$ cat src/rtl/laser_pkg.sv
// laser_pkg: shared defaults, helper functions and FSM state codes for the LASER hit counter.
// Latency: n/a (package only).
// Backpressure: n/a (package only).
package laser_pkg;

  localparam int DEF_COORD_W = 4;
  localparam int DEF_RADIUS  = 4;
  localparam int DEF_MAX_PTS = 40;

  // FSM state codes, kept as plain constants so older tools can consume them.
  typedef logic [1:0] state_t;
  localparam state_t S_IDLE  = 2'd0;
  localparam state_t S_RUN   = 2'd1;
  localparam state_t S_DRAIN = 2'd2;
  localparam state_t S_DONE  = 2'd3;

  // Counter width able to hold 0..max_pts.
  function automatic int cnt_w(input int max_pts);
    return $clog2(max_pts + 1);
  endfunction

  function automatic int r_sq(input int radius);
    return radius * radius;
  endfunction

endpackage

$ cat src/rtl/laser_sq_dist.sv
// laser_sq_dist: two-stage pipe computing dx/dy (S1) then dx^2+dy^2 <= R_SQ (S2).
// Latency: 2 cycles from i_vld to o_vld; one point per cycle, no bubbles.
// Backpressure: none; every valid input emerges two cycles later (reset flushes the pipe).
// Ports: i_clk/i_rst (sync, active-high), i_vld/i_last/i_px/i_py point in,
//   i_cx/i_cy latched centre, o_vld/o_hit/o_last S2 result.
module laser_sq_dist #(
  parameter int COORD_W = 4,
  parameter int R_SQ    = 16
) (
  input  logic               i_clk,
  input  logic               i_rst,
  input  logic               i_vld,
  input  logic               i_last,
  input  logic [COORD_W-1:0] i_px,
  input  logic [COORD_W-1:0] i_py,
  input  logic [COORD_W-1:0] i_cx,
  input  logic [COORD_W-1:0] i_cy,
  output logic               o_vld,
  output logic               o_hit,
  output logic               o_last
);

  localparam int D_W   = COORD_W + 1;        // signed difference width
  localparam int SQ_W  = 2 * D_W;            // signed square width
  localparam int DSQ_W = 2 * COORD_W + 3;    // sum of two squares, never overflows
  localparam logic [DSQ_W-1:0] R_SQ_V = DSQ_W'(R_SQ);

  logic signed [D_W-1:0]  w_dx, w_dy;
  logic signed [D_W-1:0]  r_dx, r_dy;
  logic                   r_s1_vld, r_s1_last;
  logic signed [SQ_W-1:0] w_dx_ext, w_dy_ext, w_dx_sq, w_dy_sq;
  logic [DSQ_W-1:0]       w_dsq;
  logic                   w_hit;
  logic                   r_s2_vld, r_s2_hit, r_s2_last;

  // Zero-extend each coordinate by one bit before going signed so that
  // large unsigned coordinates never read as negative.
  assign w_dx = $signed({1'b0, i_px}) - $signed({1'b0, i_cx});
  assign w_dy = $signed({1'b0, i_py}) - $signed({1'b0, i_cy});

  // Explicit sign extension to the product width keeps the multiply fully signed.
  assign w_dx_ext = {{D_W{r_dx[D_W-1]}}, r_dx};
  assign w_dy_ext = {{D_W{r_dy[D_W-1]}}, r_dy};
  assign w_dx_sq  = w_dx_ext * w_dx_ext;
  assign w_dy_sq  = w_dy_ext * w_dy_ext;

  // Squares are non-negative, so zero-extending them into the sum is exact.
  assign w_dsq = {{(DSQ_W-SQ_W){1'b0}}, w_dx_sq} + {{(DSQ_W-SQ_W){1'b0}}, w_dy_sq};
  assign w_hit = (w_dsq <= R_SQ_V);

  always_ff @(posedge i_clk) begin
    if (i_rst) begin
      r_s1_vld  <= 1'b0;
      r_s1_last <= 1'b0;
      r_dx      <= '0;
      r_dy      <= '0;
      r_s2_vld  <= 1'b0;
      r_s2_hit  <= 1'b0;
      r_s2_last <= 1'b0;
    end else begin
      r_s1_vld  <= i_vld;
      r_s1_last <= i_vld & i_last;
      r_dx      <= w_dx;
      r_dy      <= w_dy;
      r_s2_vld  <= r_s1_vld;
      r_s2_hit  <= r_s1_vld & w_hit;
      r_s2_last <= r_s1_vld & r_s1_last;
    end
  end

  assign o_vld  = r_s2_vld;
  assign o_hit  = r_s2_hit;
  assign o_last = r_s2_last;

endmodule

$ cat src/rtl/laser_hit_counter.sv
// laser_hit_counter: counts streamed grid points within RADIUS of a latched centre.
// Latency: point accepted at edge k is counted at edge k+2; done pulses after edge k+2 of the last point.
// Backpressure: pt_ready high only in RUN; one point per cycle while ready.
// Ports: CLK, RST (sync, active-high); start/cx/cy begin a run; pt_valid/pt_ready/px/py/pt_last
//   point stream; busy/done/count status. Optional macro HIT_STREAM_EN adds hit_valid/hit
//   per-point result outputs driven from the second pipe stage.
module laser_hit_counter
  import laser_pkg::*;
#(
  parameter int  COORD_W = DEF_COORD_W,
  parameter int  RADIUS  = DEF_RADIUS,
  parameter int  MAX_PTS = DEF_MAX_PTS,
  localparam int CNT_W   = cnt_w(MAX_PTS)
) (
  input  logic               CLK,
  input  logic               RST,
  input  logic               start,
  input  logic [COORD_W-1:0] cx,
  input  logic [COORD_W-1:0] cy,
  input  logic               pt_valid,
  output logic               pt_ready,
  input  logic [COORD_W-1:0] px,
  input  logic [COORD_W-1:0] py,
  input  logic               pt_last,
  output logic               busy,
  output logic               done,
  output logic [CNT_W-1:0]   count
`ifdef HIT_STREAM_EN
  ,
  output logic               hit_valid,
  output logic               hit
`endif
);

  localparam logic [CNT_W-1:0] CNT_MAX = '1;

  state_t             r_state;
  logic [COORD_W-1:0] r_cx, r_cy;
  logic [CNT_W-1:0]   r_count;
  logic               r_done;
  logic               w_accept;
  logic               w_s2_vld, w_s2_hit, w_s2_last;

  assign w_accept = pt_valid & (r_state == S_RUN);

  laser_sq_dist #(
    .COORD_W (COORD_W),
    .R_SQ    (r_sq(RADIUS))
  ) u_sq_dist (
    .i_clk  (CLK),
    .i_rst  (RST),
    .i_vld  (w_accept),
    .i_last (pt_last),
    .i_px   (px),
    .i_py   (py),
    .i_cx   (r_cx),
    .i_cy   (r_cy),
    .o_vld  (w_s2_vld),
    .o_hit  (w_s2_hit),
    .o_last (w_s2_last)
  );

  always_ff @(posedge CLK) begin
    if (RST) begin
      r_state <= S_IDLE;
      r_cx    <= '0;
      r_cy    <= '0;
      r_count <= '0;
      r_done  <= 1'b0;
    end else begin
      r_done <= 1'b0;
      // The pipe is always empty in IDLE/DONE, so an increment can never
      // collide with the clear on start.
      if (w_s2_vld && w_s2_hit && (r_count != CNT_MAX)) begin
        r_count <= r_count + CNT_W'(1);
      end
      case (r_state)
        S_IDLE, S_DONE: begin
          if (start) begin
            r_state <= S_RUN;
            r_cx    <= cx;
            r_cy    <= cy;
            r_count <= '0;
          end
        end
        S_RUN: begin
          if (w_accept && pt_last) begin
            r_state <= S_DRAIN;
          end
        end
        S_DRAIN: begin
          // The last point retires on the same edge its hit lands in count.
          if (w_s2_vld && w_s2_last) begin
            r_state <= S_DONE;
            r_done  <= 1'b1;
          end
        end
        default: r_state <= S_IDLE;
      endcase
    end
  end

  assign pt_ready = (r_state == S_RUN);
  assign busy     = (r_state == S_RUN) || (r_state == S_DRAIN);
  assign done     = r_done;
  assign count    = r_count;

`ifdef HIT_STREAM_EN
  assign hit_valid = w_s2_vld;
  assign hit       = w_s2_hit;
`endif

endmodule
$ cat config.mk
export PLATFORM = sky130hd
export DESIGN_NAME = laser_hit_counter
export DESIGN_NICKNAME = d
export VERILOG_FILES = /design/src/rtl/laser_pkg.sv /design/src/rtl/laser_sq_dist.sv /design/src/rtl/laser_hit_counter.sv
export SDC_FILE = /design/constraint.sdc
export NUM_CORES = 1
export LEC_CHECK = 0
export ABC_CLOCK_PERIOD_IN_PS = 12110
export BUFFER_PORTS_ARGS = -buffer_cell sky130_fd_sc_hd__buf_2
export CAP_MARGIN = 5
export CORE_UTILIZATION = 59
export CTS_BUF_LIST = sky130_fd_sc_hd__clkbuf_4 sky130_fd_sc_hd__clkbuf_8
export CTS_CLUSTER_SIZE = 8
export DETAILED_ROUTE_END_ITERATION = 7
export PLACE_DENSITY = 0.8
export SYNTH_ARGS = -nofsm -noshare
export SYNTH_HDL_FRONTEND = slang
export SYNTH_SLANG_ARGS = --single-unit
$ cat constraint.sdc
create_clock -name CLK -period 12.11 [get_ports CLK]
set_input_delay 1.211 -clock CLK [delete_from_list [all_inputs] [get_ports CLK]]
set_output_delay 1.211 -clock CLK [all_outputs]
set_load 0.03 [all_outputs]
=== Yosys cells after proc, flatten, opt, wreduce, memory -nomap -nowiden ===
Cells that the tools add are included.

* Word-level logic and storage cells: 49
* Output and inout port bits: 9
* Register bits after elaboration: 32

* Bitwise gates (word level): 5
* $add $sub $neg: 4
* Muxes and demuxes: 8
* Multiply operators: 2
* Order comparisons: 1
* Reduce and logical (&&, ||, !) cells: 10
* Equal/unequal tests: 7

{| class="wikitable"
|+ Operators with widths
! kind !! number
|-
| 5-bit by 5-bit multiplier with 10-bit output || 2
|-
| 6-bit 2-to-1 mux || 3
|-
| 10-bit by 10-bit adder with 11-bit output || 1
|-
| 11-bit by 5-bit less-or-equal comparator with 1-bit output (second input constant) || 1
|-
| 4-bit by 4-bit subtractor with 5-bit output || 2
|-
| 6-bit by 1-bit adder with 6-bit output (second input constant) || 1
|-
| 2-bit 2-to-1 mux || 3
|-
| 6-bit inequality test (second input constant) || 1
|-
| 2-bit one-hot mux with 3 select lines || 1
|-
| 1-bit AND || 4
|-
| 2-bit == test (second input constant) || 2
|-
| 1-bit logical AND || 4
|-
| 2-bit inequality test (second input constant) || 2
|-
| 2-bit OR reduction || 2
|-
| 3-bit AND reduction || 1
|-
| 2-bit by 1-bit == test with 1-bit output (second input constant) || 1
|-
| 2-bit logical NOT || 1
|-
| 2-bit by 1-bit inequality test with 1-bit output (second input constant) || 1
|-
| 2-bit AND reduction || 1
|-
| 1-bit logical OR || 1
|-
| 1-bit 2-to-1 mux || 1
|-
| 1-bit NOT || 1
|}

=== Longest topological paths before layout ===
* Depth after elaboration: 5
* Gate-level depth with buffers: 17

=== Modules after synthesis ===
From an unflattened synthesis, not the netlist that was laid out.

* Cells, all modules: 339
* Area, all modules: 3,070.4 um^2

{| class="wikitable"
|+ By module, submodules not included
! module !! times used !! cells an instance !! sequential area each (um^2) !! area an instance (um^2)
|-
| laser_sq_dist || 1 || 248 || 300.3 || 2,284.7
|-
| laser_hit_counter || 1 || 91 || 340.3 || 785.8
|}

=== Worst setup path after synthesis ===
No wires, ideal clock.

* Path type: register to register
* Start point: register u_sq_dist.r_dy[4]
* End point: register u_sq_dist.r_s2_hit (netlist: u_sq_dist.o_hit)
* Data required time: 12.046 ns
* Setup slack: 8.087 ns
* Library setup time: 0.064 ns
* Arrival: 3.959 ns
* Period minus slack after synthesis: 4.023 ns
* Cell stages (with the launch flop): 17
* Cell sequence: dfxtp_1 > nor2b_1 > fa_1 > inv_1 > fa_1 > inv_1 > fa_1 > fa_1 > a21o_1 > a21oi_2 > o21bai_1 > a21oi_1 > xnor2_1 > ha_1 > nor4_1 > o2111ai_1 > nor2_1

* Cells in the longest elaborated chain, start to end: 4

{| class="wikitable"
|+ RTL lines
! item !! RTL line !! text
|-
| from (decl) || laser_sq_dist.sv:29 || <nowiki>logic signed [D_W-1:0] r_dx, r_dy;</nowiki>
|-
| from (signal assigned) || laser_sq_dist.sv:64 || <nowiki>r_dy <= w_dy;</nowiki>
|-
| 5-bit by 5-bit multiplier with 10-bit output || laser_sq_dist.sv:45 || <nowiki>assign w_dy_sq = w_dy_ext * w_dy_ext;</nowiki>
|-
| 10-bit by 10-bit adder with 11-bit output || laser_sq_dist.sv:48 || <nowiki>assign w_dsq = {{(DSQ_W-SQ_W){1'b0}}, w_dx_sq} + {{(DSQ_W-SQ_W){1'b0}}, w_dy_sq};</nowiki>
|-
| 11-bit by 5-bit less-or-equal comparator with 1-bit output || laser_sq_dist.sv:49 || <nowiki>assign w_hit = (w_dsq <= R_SQ_V);</nowiki>
|-
| 1-bit AND || laser_sq_dist.sv:66 || <nowiki>r_s2_hit <= r_s1_vld & w_hit;</nowiki>
|-
| to (signal assigned) || laser_sq_dist.sv:66 ||
|-
| to (decl) || laser_sq_dist.sv:34 || <nowiki>logic r_s2_vld, r_s2_hit, r_s2_last;</nowiki>
|}

No other way between the ends.
A chain may end at the register's enable or synchronous reset.

=== Final worst setup path ===
Same ends and word-level chain as after synthesis.

==> impl_metrics.env <==
export IMPL_async_reset_ff_frac=0
export IMPL_drt_wl_total_mm=5.285
export IMPL_cts_reportedPaths_clkPinSlew_ns=0.06
export IMPL_yosys_top_cells_count="inv_1 (62), ha_1 (44), dfxtp_1 (32), fa_1 (30), a21oi_1 (22)"
export IMPL_utilization=0.6994
export IMPL_regArea_um2=640.6
export IMPL_fin_ws_ns=7.822
export IMPL_timing_rr_start="u_sq_dist.r_dy[4]$_SDFF_PP0_"
export IMPL_gp_congestion=0.8182
export IMPL_synth_most_common_cell="inv_1"
export IMPL_grt_pass1_vias=2274
export IMPL_synth_edf_count=0
export IMPL_cts_sinks=32
export IMPL_fin_crit_sh=0.3541
export IMPL_fin_nets=466
export IMPL_cts_tree="built"
export IMPL_vias_per_cell=5.116
export IMPL_cts_htree_levels=2
export IMPL_timing_final_crit_period_ns=4.288
export IMPL_clockBufferDepth=2
export IMPL_grt_overflow=0
export IMPL_firstDrtPassIters=4
export IMPL_io_pins=30
export IMPL_chipWidth_um=74.01
export IMPL_reg2reg_to="u_sq_dist.o_hit$_SDFF_PP0_"
export IMPL_cts_setup_buffers=0
export IMPL_finalMaxSlewViolations=0
export IMPL_drc=0
export IMPL_vdd_drop_max_v=0.0001259
export IMPL_synthFlopType="dfxtp_1"
export IMPL_max_cap_violations=0
export IMPL_criticalPathCategory="flip-flop to flip-flop"
export IMPL_syn_cell_area_um2=3059
export IMPL_yosys_top_cells_area="dfxtp_1 (21%), fa_1 (20%), ha_1 (18%)"
export IMPL_ant_nets=0
export IMPL_setup_tns_ns=0
export IMPL_rsz0062_at_grt="no"
export IMPL_ys_seq_elements=32
export IMPL_cts_resized=0
export IMPL_antenna_cells=0
export IMPL_fillers=384
export IMPL_power_density_nw_per_um2=186.8
export IMPL_hold_class="flip-flop to flip-flop"
export IMPL_multiInputGateArea_um2=2162
export IMPL_grt_max_degree=25
export IMPL_crit_arrival_ns=4.51
export IMPL_clk_latency_ns=0.28
export IMPL_power_leakage_nw=1.668
export IMPL_cts_buffers=5
export IMPL_pre_cts_ws_ns=7.867
export IMPL_dpl_hpwl_mm=4.370
export IMPL_rows=25
export IMPL_worstRegToRegCells=16
export IMPL_yosysTopAreaCell="dfxtp_1"
export IMPL_hp_start="u_sq_dist.r_s1_last$_SDFF_PP0_"
export IMPL_cts_hold_buf=0
export IMPL_io_buffers=29
export IMPL_antenna_found_initial=0
export IMPL_grt_pass1_wl_mm=9.411
export IMPL_worstPathMaxFanout=9
export IMPL_avgSynthCellArea_um2=9.024
export IMPL_max_freq_ghz=0.2332
export IMPL_holdPathStages=1
export IMPL_syn2layout_area_growth_pct=10.84
export IMPL_grt_usage=0.2246
export IMPL_ys_seq_area_frac=0.2094
export IMPL_yosysWarnings=0
export IMPL_skew_ns=0.003148
export IMPL_via_count=2246
export IMPL_first_iter_violations=60
export IMPL_yosysTopAreaCellShare=0.2094
export IMPL_detail_route_wl_per_cell_um=12.04
export IMPL_synth_distinct_cells=36
export IMPL_post_route_cells_drive_above_1_share=0.1183
export IMPL_critPathLaunchType="flip-flop"
export IMPL_required_ns=12.33
export IMPL_synth_nets=434
export IMPL_die_area_um2=5477
export IMPL_hold_ws_ns=0.4250
export IMPL_hold_viol_final=0
export IMPL_start_util=0.6310
export IMPL_core_um2=4848
export IMPL_status="complete, no violations"
export IMPL_fp_dieH_um=74.01
export IMPL_finalSetupViolations=0
export IMPL_syn_inst=339
export IMPL_cp_end_kind="flip-flop"
export IMPL_regToRegSetupSlack_ns=7.82
export IMPL_min_to="u_sq_dist.o_last$_SDFF_PP0_"
export IMPL_cts_root_buf="clkbuf_8"
## cell families (layout without fill, tap and decap cells)
family	Yosys count	count (layout)	share of synthesized area
fa+ha+maj	74	74	0.3763
flops	32	32	0.2094
xor+xnor	23	23	0.06585
compound gates	47	47	0.1010
mux	1	1	0.003272
simple gates	94	94	0.1579
other cells	2	2	0.002455
buf+inv	66	99	0.08384
## report_power, final
part / internal [W] / switching, W / leakage, nW
clock network: 0.0000726 / 0.0000392 / 0.0645
registers: 0.000122 / 0.0000192 / 0.262
logic: 0.000167 / 0.000213 / 1.34
total: 0.000362 / 0.000272 / 1.67
## final cells by class
class / count / share of cell area
clock inverter: 1 / 0.008856
timing repair buffer: 29 / 0.04280
sequential: 32 / 0.1889
clock buffer: 7 / 0.02841
inverter: 62 / 0.06863
tap: 67 / 0.02472
multi-input combinational: 241 / 0.6376
## flip-flops by register name, indices dropped and copies added (netlist names)
signal	cells
u_sq_dist.o_hit	1
u_sq_dist.o_last	1
done	1
r_state	2
u_sq_dist.r_s1_last	1
u_sq_dist.r_dx	5
u_sq_dist.o_vld	1
u_sq_dist.r_dy	5
u_sq_dist.r_s1_vld	1
r_cy	4
r_cx	4
count	6
## worst max-delay path, stage by stage, from the launching register on
cell and delay (ns):
dfxtp_1 0.40, nor2b_1 0.19, fa_1 0.50, inv_1 0.05
fa_1 0.52, inv_1 0.05, fa_1 0.49, fa_1 0.47
a21o_1 0.20, a21oi_2 0.16, o21bai_1 0.07, a21oi_1 0.17
xnor2_1 0.15, ha_1 0.25, nor4_1 0.28, o2111ai_1 0.15
nor2_1 0.11
## routing by layer
layer,global-route usage,part of all wire,vias up
li1,-,-,1138
met5,0,0,-
met3,0.04472,0.030,12
met1,0.2719,0.45,1051
met4,0.08974,0.021,0
met2,0.3919,0.49,45
## per-stage QoR
step / instances / power, W / cell area (µm²)
2_1_floorplan: 339 / 0.0004502 / 3059
3_3_place_gp: 431 / 0.0005077 / 3264
3_5_place_dp: 431 / 0.0005241 / 3264
4_1_cts: 439 / 0.0006385 / 3391
5_1_grt: 439 / 0.0007024 / 3391
6_report: 439 / 0.0006336 / 3391
## cells in the final DEF (no fill, tap or decap), drive strengths merged, types with 6 or more instances in the layout
cell | Yosys | routed
inv | 62 | 62
fa | 30 | 30
nor2b | 10 | 10
buf | 2 | 29
dfxtp | 32 | 32
nor3 | 6 | 6
xnor2 | 18 | 18
a21oi | 25 | 25
nand2 | 21 | 21
nor2 | 18 | 18
and2 | 16 | 16
nand3 | 10 | 10
a21o | 6 | 6
ha | 44 | 44
clkbuf | 2 | 7
## worst max-delay path by stage
stage                                  to  slack [ns]  cells after the start                          from
2_1_floorplan  u_sq_dist.o_hit$_SDFF_PP0_        8.09                     16  u_sq_dist.r_dy[4]$_SDFF_PP0_
3_3_place_gp   u_sq_dist.o_hit$_SDFF_PP0_        7.99                     16  u_sq_dist.r_dy[4]$_SDFF_PP0_
3_5_place_dp   u_sq_dist.o_hit$_SDFF_PP0_        7.87                     16  u_sq_dist.r_dy[4]$_SDFF_PP0_
4_1_cts        u_sq_dist.o_hit$_SDFF_PP0_        7.84                     16  u_sq_dist.r_dy[4]$_SDFF_PP0_
5_1_grt        u_sq_dist.o_hit$_SDFF_PP0_        7.63                     17  u_sq_dist.r_dx[4]$_SDFF_PP0_
6_report       u_sq_dist.o_hit$_SDFF_PP0_        7.82                     16  u_sq_dist.r_dy[4]$_SDFF_PP0_
Power figures use the tool's default switching activity.
